--- src/rtl/hazard_pkg.sv ---
// Shared types, constants and helpers for the pipeline hazard scoreboard.
package hazard_pkg;

   typedef enum logic [0:0] {
      IDLE    = 1'b0,
      LD_WAIT = 1'b1
   } hzState_t;

   // Forward-select code meaning "take the operand from the register file".
   localparam int FWD_RF = 0;

   // MIPS $zero is hardwired to zero and must never be forwarded.
   localparam int MIPS_ZERO_REG = 0;

   // Forward-select code for downstream stage k (stage 0 = ID/EX).
   function automatic int FWD_STAGE(input int k);
      return k + 1;
   endfunction

   // Ceiling log2, used to size counters and select codes.
   function automatic int clog2(input int value);
      int result;
      result = 0;
      while ((1 << result) < value) begin
         result = result + 1;
      end
      return result;
   endfunction

endpackage

--- src/rtl/hazard_scoreboard_if.sv ---
// ID-stage hazard bus: operand/destination information in, pipeline control out.
interface hazard_scoreboard_if #(
   parameter int AW         = 5,
   parameter int FWD_STAGES = 3,
   parameter int FW         = 2
);
   logic [AW-1:0]            i_rs;
   logic [AW-1:0]            i_rt;
   logic                     i_rs_used;
   logic                     i_rt_used;
   logic [FWD_STAGES*AW-1:0] i_dst;
   logic [FWD_STAGES-1:0]    i_regwrite;
   logic                     i_memread;
   logic                     i_md_start;
   logic                     i_md_read;
   logic                     i_flush;
   logic [FW-1:0]            o_forward_a;
   logic [FW-1:0]            o_forward_b;
   logic                     o_bubble;
   logic                     o_pcwrite;
   logic                     o_idIfwrite;
   logic                     o_idIf_flush;
   logic                     o_md_busy;
   logic [31:0]              o_stall_cnt;

   // Pipeline side: describes the instructions in flight, consumes control.
   modport master (
      output i_rs, i_rt, i_rs_used, i_rt_used, i_dst, i_regwrite,
             i_memread, i_md_start, i_md_read, i_flush,
      input  o_forward_a, o_forward_b, o_bubble, o_pcwrite, o_idIfwrite,
             o_idIf_flush, o_md_busy, o_stall_cnt
   );

   // Hazard unit side.
   modport slave (
      input  i_rs, i_rt, i_rs_used, i_rt_used, i_dst, i_regwrite,
             i_memread, i_md_start, i_md_read, i_flush,
      output o_forward_a, o_forward_b, o_bubble, o_pcwrite, o_idIfwrite,
             o_idIf_flush, o_md_busy, o_stall_cnt
   );
endinterface

--- src/rtl/hazard_fwd_sel.sv ---
// Priority forwarding encoder for one source operand: nearest producing stage wins.
module hazard_fwd_sel
   import hazard_pkg::*;
#(
   parameter int AW         = 5,
   parameter int FWD_STAGES = 3,
   parameter int FW         = 2
) (
   input  logic [AW-1:0]            i_src,
   input  logic                     i_used,
   input  logic [FWD_STAGES*AW-1:0] i_dst,
   input  logic [FWD_STAGES-1:0]    i_regwrite,
   output logic [FW-1:0]            o_code
);

   // Scan from the oldest stage to the youngest so the lowest matching stage overrides.
   always_comb begin
      o_code = FW'(FWD_RF);
      for (int k = FWD_STAGES - 1; k >= 0; k--) begin
         if (i_used && i_regwrite[k] &&
             (i_dst[k*AW +: AW] != AW'(MIPS_ZERO_REG)) &&
             (i_dst[k*AW +: AW] == i_src)) begin
            o_code = FW'(FWD_STAGE(k));
         end
      end
   end

endmodule

--- src/rtl/hazard_scoreboard.sv ---
// Hazard unit: operand forwarding, load-use and mult/div stalls, redirect flush, stall counter.
module hazard_scoreboard
   import hazard_pkg::*;
#(
   parameter int AW         = 5,
   parameter int FWD_STAGES = 3,
   parameter int LOAD_LAT   = 1,
   parameter int MD_LAT     = 32,
   parameter int FW         = clog2(FWD_STAGES + 1)
) (
   input logic                i_clk,
   input logic                i_rst,
   hazard_scoreboard_if.slave hz
);

   localparam int LW = clog2(LOAD_LAT + 1);
   localparam int MW = clog2(MD_LAT + 1);

   hzState_t      state_q;
   logic [LW-1:0] ldCnt_q;
   logic [MW-1:0] mdCnt_q;
   logic [MW-1:0] mdCnt_d;
   logic [31:0]   stallCnt_q;
   logic [31:0]   stallCnt_d;

   logic [FW-1:0] fwdA;
   logic [FW-1:0] fwdB;
   logic [AW-1:0] dst0;
   logic          ldHz;
   logic          mdHz;
   logic          stall;

   hazard_fwd_sel #(.AW(AW), .FWD_STAGES(FWD_STAGES), .FW(FW)) uFwdA (
      .i_src      (hz.i_rs),
      .i_used     (hz.i_rs_used),
      .i_dst      (hz.i_dst),
      .i_regwrite (hz.i_regwrite),
      .o_code     (fwdA)
   );

   hazard_fwd_sel #(.AW(AW), .FWD_STAGES(FWD_STAGES), .FW(FW)) uFwdB (
      .i_src      (hz.i_rt),
      .i_used     (hz.i_rt_used),
      .i_dst      (hz.i_dst),
      .i_regwrite (hz.i_regwrite),
      .o_code     (fwdB)
   );

   assign dst0 = hz.i_dst[AW-1:0];

   // Hazard detection and the combined stall request; a redirect always cancels the stall.
   always_comb begin
      ldHz  = hz.i_memread && (dst0 != AW'(MIPS_ZERO_REG)) &&
              ((hz.i_rs_used && (dst0 == hz.i_rs)) ||
               (hz.i_rt_used && (dst0 == hz.i_rt)));
      mdHz  = hz.i_md_read && (mdCnt_q != '0);
      stall = (ldHz || (state_q == LD_WAIT) || mdHz) && !hz.i_flush;
   end

   // Pipeline control outputs; reset forces the pass-through values.
   always_comb begin
      hz.o_forward_a  = '0;
      hz.o_forward_b  = '0;
      hz.o_bubble     = 1'b1;
      hz.o_pcwrite    = 1'b1;
      hz.o_idIfwrite  = 1'b1;
      hz.o_idIf_flush = 1'b0;
      if (!i_rst) begin
         hz.o_forward_a = fwdA;
         hz.o_forward_b = fwdB;
         if (hz.i_flush) begin
            hz.o_idIf_flush = 1'b1;
            hz.o_bubble     = 1'b0;
         end else if (stall) begin
            hz.o_bubble    = 1'b0;
            hz.o_pcwrite   = 1'b0;
            hz.o_idIfwrite = 1'b0;
         end
      end
   end

   assign hz.o_md_busy   = (mdCnt_q != '0);
   assign hz.o_stall_cnt = stallCnt_q;

   // Load-use FSM holds the stall for the extra load-latency cycles beyond the first.
   always_ff @(posedge i_clk or posedge i_rst) begin
      if (i_rst) begin
         state_q <= IDLE;
         ldCnt_q <= '0;
      end else begin
         case (state_q)
            IDLE: begin
               if (ldHz && !hz.i_flush && (LOAD_LAT > 1)) begin
                  state_q <= LD_WAIT;
                  ldCnt_q <= LW'(LOAD_LAT - 1);
               end
            end
            LD_WAIT: begin
               if (hz.i_flush || (ldCnt_q <= LW'(1))) begin
                  state_q <= IDLE;
                  ldCnt_q <= '0;
               end else begin
                  ldCnt_q <= ldCnt_q - LW'(1);
               end
            end
            default: begin
               state_q <= IDLE;
               ldCnt_q <= '0;
            end
         endcase
      end
   end

   // Next-state for the mult/div busy count and the saturating stall counter.
   always_comb begin
      mdCnt_d = mdCnt_q;
      if (hz.i_md_start && !stall) begin
         mdCnt_d = MW'(MD_LAT);
      end else if (mdCnt_q != '0) begin
         mdCnt_d = mdCnt_q - MW'(1);
      end
      stallCnt_d = stallCnt_q;
      if (stall && (stallCnt_q != 32'hFFFF_FFFF)) begin
         stallCnt_d = stallCnt_q + 32'd1;
      end
   end

   // Counter registers.
   always_ff @(posedge i_clk or posedge i_rst) begin
      if (i_rst) begin
         mdCnt_q    <= '0;
         stallCnt_q <= '0;
      end else begin
         mdCnt_q    <= mdCnt_d;
         stallCnt_q <= stallCnt_d;
      end
   end

endmodule

--- src/flat_wrapper.sv ---
// flat-port wrapper written by rule: the top's interface ports become plain ports
module hazard_scoreboard_flat import hazard_pkg::*;
#(
   parameter int AW         = 5,
   parameter int FWD_STAGES = 3,
   parameter int LOAD_LAT   = 1,
   parameter int MD_LAT     = 32,
   parameter int FW         = clog2(FWD_STAGES + 1)
)
  (i_clk, i_rst, hz_i_rs, hz_i_rt, hz_i_rs_used, hz_i_rt_used, hz_i_dst, hz_i_regwrite, hz_i_memread, hz_i_md_start, hz_i_md_read, hz_i_flush, hz_o_forward_a, hz_o_forward_b, hz_o_bubble, hz_o_pcwrite, hz_o_idIfwrite, hz_o_idIf_flush, hz_o_md_busy, hz_o_stall_cnt);
  hazard_scoreboard_if #(.AW(AW), .FWD_STAGES(FWD_STAGES), .FW(FW)) hz_i ();
  input logic i_clk;
  input logic i_rst;
  input wire logic [$bits(hz_i.i_rs)-1:0] hz_i_rs;
  input wire logic [$bits(hz_i.i_rt)-1:0] hz_i_rt;
  input wire logic [$bits(hz_i.i_rs_used)-1:0] hz_i_rs_used;
  input wire logic [$bits(hz_i.i_rt_used)-1:0] hz_i_rt_used;
  input wire logic [$bits(hz_i.i_dst)-1:0] hz_i_dst;
  input wire logic [$bits(hz_i.i_regwrite)-1:0] hz_i_regwrite;
  input wire logic [$bits(hz_i.i_memread)-1:0] hz_i_memread;
  input wire logic [$bits(hz_i.i_md_start)-1:0] hz_i_md_start;
  input wire logic [$bits(hz_i.i_md_read)-1:0] hz_i_md_read;
  input wire logic [$bits(hz_i.i_flush)-1:0] hz_i_flush;
  output wire logic [$bits(hz_i.o_forward_a)-1:0] hz_o_forward_a;
  output wire logic [$bits(hz_i.o_forward_b)-1:0] hz_o_forward_b;
  output wire logic [$bits(hz_i.o_bubble)-1:0] hz_o_bubble;
  output wire logic [$bits(hz_i.o_pcwrite)-1:0] hz_o_pcwrite;
  output wire logic [$bits(hz_i.o_idIfwrite)-1:0] hz_o_idIfwrite;
  output wire logic [$bits(hz_i.o_idIf_flush)-1:0] hz_o_idIf_flush;
  output wire logic [$bits(hz_i.o_md_busy)-1:0] hz_o_md_busy;
  output wire logic [$bits(hz_i.o_stall_cnt)-1:0] hz_o_stall_cnt;
  assign hz_i.i_rs = hz_i_rs;
  assign hz_i.i_rt = hz_i_rt;
  assign hz_i.i_rs_used = hz_i_rs_used;
  assign hz_i.i_rt_used = hz_i_rt_used;
  assign hz_i.i_dst = hz_i_dst;
  assign hz_i.i_regwrite = hz_i_regwrite;
  assign hz_i.i_memread = hz_i_memread;
  assign hz_i.i_md_start = hz_i_md_start;
  assign hz_i.i_md_read = hz_i_md_read;
  assign hz_i.i_flush = hz_i_flush;
  assign hz_o_forward_a = hz_i.o_forward_a;
  assign hz_o_forward_b = hz_i.o_forward_b;
  assign hz_o_bubble = hz_i.o_bubble;
  assign hz_o_pcwrite = hz_i.o_pcwrite;
  assign hz_o_idIfwrite = hz_i.o_idIfwrite;
  assign hz_o_idIf_flush = hz_i.o_idIf_flush;
  assign hz_o_md_busy = hz_i.o_md_busy;
  assign hz_o_stall_cnt = hz_i.o_stall_cnt;
  hazard_scoreboard #(.AW(AW), .FWD_STAGES(FWD_STAGES), .LOAD_LAT(LOAD_LAT), .MD_LAT(MD_LAT), .FW(FW)) u_core (.i_clk(i_clk), .i_rst(i_rst), .hz(hz_i));
endmodule
--- config.mk ---
export PLATFORM = sky130hd
export DESIGN_NAME = hazard_scoreboard_flat
export DESIGN_NICKNAME = d
export VERILOG_FILES = /design/src/rtl/hazard_pkg.sv /design/src/rtl/hazard_scoreboard_if.sv /design/src/rtl/hazard_fwd_sel.sv /design/src/rtl/hazard_scoreboard.sv /design/src/flat_wrapper.sv
export SDC_FILE = /design/constraint.sdc
export NUM_CORES = 1
export LEC_CHECK = 0
export BUFFER_PORTS_ARGS = -buffer_cell sky130_fd_sc_hd__buf_2
export CAP_MARGIN = 20
export CORE_MARGIN = 4
export CORE_UTILIZATION = 51
export DETAILED_ROUTE_END_ITERATION = 16
export HOLD_SLACK_MARGIN = 0.05
export PLACE_DENSITY = 0.88
export SYNTH_ARGS = -nofsm -noshare
export SYNTH_HDL_FRONTEND = slang
export SYNTH_SLANG_ARGS = --single-unit
--- constraint.sdc ---
create_clock -name i_clk -period 3 [get_ports i_clk]
set_clock_uncertainty 0.2 [all_clocks]
set_input_delay 0.15 -clock i_clk [delete_from_list [all_inputs] [get_ports i_clk]]
set_output_delay 0.15 -clock i_clk [all_outputs]
set_load 0.01 [all_outputs]
==> results.py <==
metrics = {
    "cells_and_area": {
        "area.sequential_um2": 951,
        "multi_input_area_um2": 1340,
        "final_cell_mix": "76 x buf_2, 38 x dfrtp_1, 36 x xor2_1",
        "final_area_um2": 2880,
        "syn_to_final_growth_pct": 21.3,
        "drive_gt1_share_pct": 28.8,
        "antennaDiodeCount": 0,
        "fin_nets": 368,
        "fill_cells": 392,
        "layout_commonest_cell": "buf_2",
    },
    "synth": {
        "seq_area_frac_synth_pct": 40.1,
        "yosysTopAreaCell": "dfrtp_1",
        "synth-compound-area-share_pct": 3.69,
        "yosys.cell_types.count": 38,
        "synth_edf_count": 0,
        "yosys.area.top_type_share_pct": 40.1,
        "ys_ff_latch": 38,
        "synth_area_per_cell_um2": 9.48,
        "syn_inst": 250,
        "synth-simple-area-share_pct": 27.3,
        "synthMuxAreaShare_pct": 0,
        "ys_warn_count": 0,
        "async_reset_ff_share_pct": 100,
        "synth_fa_ha_area_share_pct": 1.58,
        "synth_xor_area_share_pct": 24.0,
        "ys.flop_type": "dfrtp_1",
        "syn-num-nets": 289,
        "netlist_top_cells_area": "dfrtp_1 40%, xor2_1 13%, xnor2_1 11%",
        "synth_top_family_by_area": "simple AND/OR/NAND/NOR gates",
        "syn_area_um2": 2370,
    },
    "clock_network": {
        "cts_sinks": 38,
        "ctsLongestPathBuffers": 2,
        "tritoncts": "done",
        "clk_latency_ns": 0.30,
        "path_clk_slew_ns": 0.07,
        "post_cts_buffers": 0,
        "cts_buffers": 5,
        "cts-root-buf": "clkbuf_8",
        "htreeDepth": 2,
    },
    "setup_path": {
        "crit_fanout": 14,
        "worstSetupStartpointType": "flip-flop",
        "r2r-start": "u_core.mdCnt_q[3]",
        "critical_path.startpoint": "u_core.mdCnt_q[3]",
        "path_class": "reg -> out",
        "critPathArrivalTime_ns": 2.20,
        "worst_setup_path_end_kind": "output port",
        "cp.required_ns": 2.65,
    },
    "min_path": {
        "min_path_type": "in -> reg",
        "hold_path_startpoint": "hz_i_md_start",
    },
    "pwr": {
        "ir_drop_uv": 411,
        "p_per_area_nw_per_um2": 497,
        "leakage_nw": 1.41,
    },
    "die": {
        "die-area_um2": 5800,
        "die_y_um": 76.2,
        "ios": 77,
        "num_rows": 24,
        "core_um2": 4410,
        "die_w_um": 76.2,
        "initial_core_util_pct": 53.7,
    },
    "run_status": {
        "run_status": "finished, final reports clean",
    },
    "global_routing": {
        "antenna_found_initial": 0,
        "grt_pass1_wl_mm": 9.80,
        "grt_max_degree": 25,
        "globalRouteOverflowTotal": 0,
        "first_global_vias": 2119,
        "grt_usage_pct": 20.4,
    },
    "placed_design": {
        "globalplace.congestion": 0.833,
        "dpl.hpwl_mm": 4.53,
        "portBuffers": 76,
        "placed_area_um2": 2770,
    },
    "sta": {
        "fmaxAchievable_mhz": 393,
        "slew_headroom_pct": 54.6,
        "post-route-period-util_pct": 84.9,
        "setup_viol": 0,
        "final_hold_viol_count": 0,
        "worstMarginPinSlew_ns": 0.680,
        "slew_violations": 0,
        "tns_ns": 0,
        "period_minus_slack_ns": 2.55,
        "rsz0062_at_grt": "false",
    },
    "detailed_routing": {
        "post_drt_wl_per_cell_um": 15.2,
        "drt-total-wl_mm": 5.81,
        "drc": 0,
        "drt-initial-drc-count": 199,
        "via_count": 2123,
        "firstDrtPassIters": 4,
        "detail-route-antenna-nets": 0,
        "routed_via_density": 5.56,
    },
    "run": {
        "max_cap_violations": 0,
    },
}
## cells in the mapped netlist, drive strengths merged (4+ instances only)
cell type,count
inv,6
a21oi,5
and3,8
nor3,9
dfrtp,38
xor2,36
xnor2,29
o21ai,5
nand2,20
nor2,23
buf,5
and2,4
nand3,15
nor4,8
nand4,21
## power breakdown
part / internal (mW) / switching (mW) / total (mW)
sequential: 0.577 / 0.0769 / 0.654
combinational: 0.187 / 0.223 / 0.410
clock: 0.185 / 0.180 / 0.364
## path summary, 6_finish.rpt
kind | to | cells after the start | slack [ns]
hold / removal | u_core.mdCnt_q[0] | 3 | 0.14
hold reg to reg | u_core.hz.o_stall_cnt[11] | 1 | 0.30
setup reg to reg | u_core.hz.o_stall_cnt[6] | 8 | 0.62
min in group asynchronous | u_core.hz.o_stall_cnt[1] | 3 | 0.35
setup / recovery | hz_o_idIfwrite | 8 | 0.45
max in group asynchronous | u_core.hz.o_stall_cnt[20] | 4 | 1.48
## critical path, stage by stage, from the launching register on
cell and delay, ns:
dfrtp_1 0.41, or3_4 0.41, nor3b_4 0.35, inv_4 0.09
nand2_4 0.09, nand3_2 0.09, and2_4 0.21, nand2_1 0.09
buf_2 0.15
## what timing repair did
action	in CTS	in global routing
endpoints found under the hold margin	14	0
hold buffers	1	0
gates resized for setup	0	0
## per-layer routing
metal	global-route usage, %	vias to the layer above	wire length [µm]
met5	0	-	0
met4	4.55	0	38
met3	5.32	6	288
met2	35.3	58	3010
met1	25.5	1032	2470
li1	-	1027	-
## flip-flops by register name (all words and copies together) (netlist names)
signal	flops
u_core.hz.o_stall_cnt	32
u_core.mdCnt_q	6
## per-stage QoR
stage / cells / power, mW / utilization (%) / worst slack [ns] / hold WS [ns]
finish: 382 / 1.43 / 65.1 / 0.454 / 0.144
global route: 382 / 1.53 / 65.1 / 0.291 / 0.190
CTS: 382 / 1.44 / 65.1 / 0.441 / 0.136
detailed placement: 373 / 1.07 / 62.8 / 0.629 / 0.127
global placement: 373 / 1.05 / 62.8 / 0.705 / 0.122
floorplan: 250 / 0.933 / - / 0.641 / 0.146
## logic make-up (layout without fill, tap and decap cells)
group                      Yosys count  count (layout)
and+or+nand+nor                    118             118
DFF                                 38              38
AOI/OAI and AO/OA                   14              14
buffers and inverters               12              92
xor gates and xnor gates            65              65
adders and majority gates            3               3
## layout make-up
type / count / area share (%)
Clock inverter: 2 / 0.435
Sequential cell: 38 / 33.1
Tap cell: 52 / 2.26
Timing Repair Buffer: 78 / 13.8
Clock buffer: 6 / 2.87
Multi-Input combinational cell: 200 / 46.6
Inverter: 6 / 0.870
(Power assumes the default switching activity.)
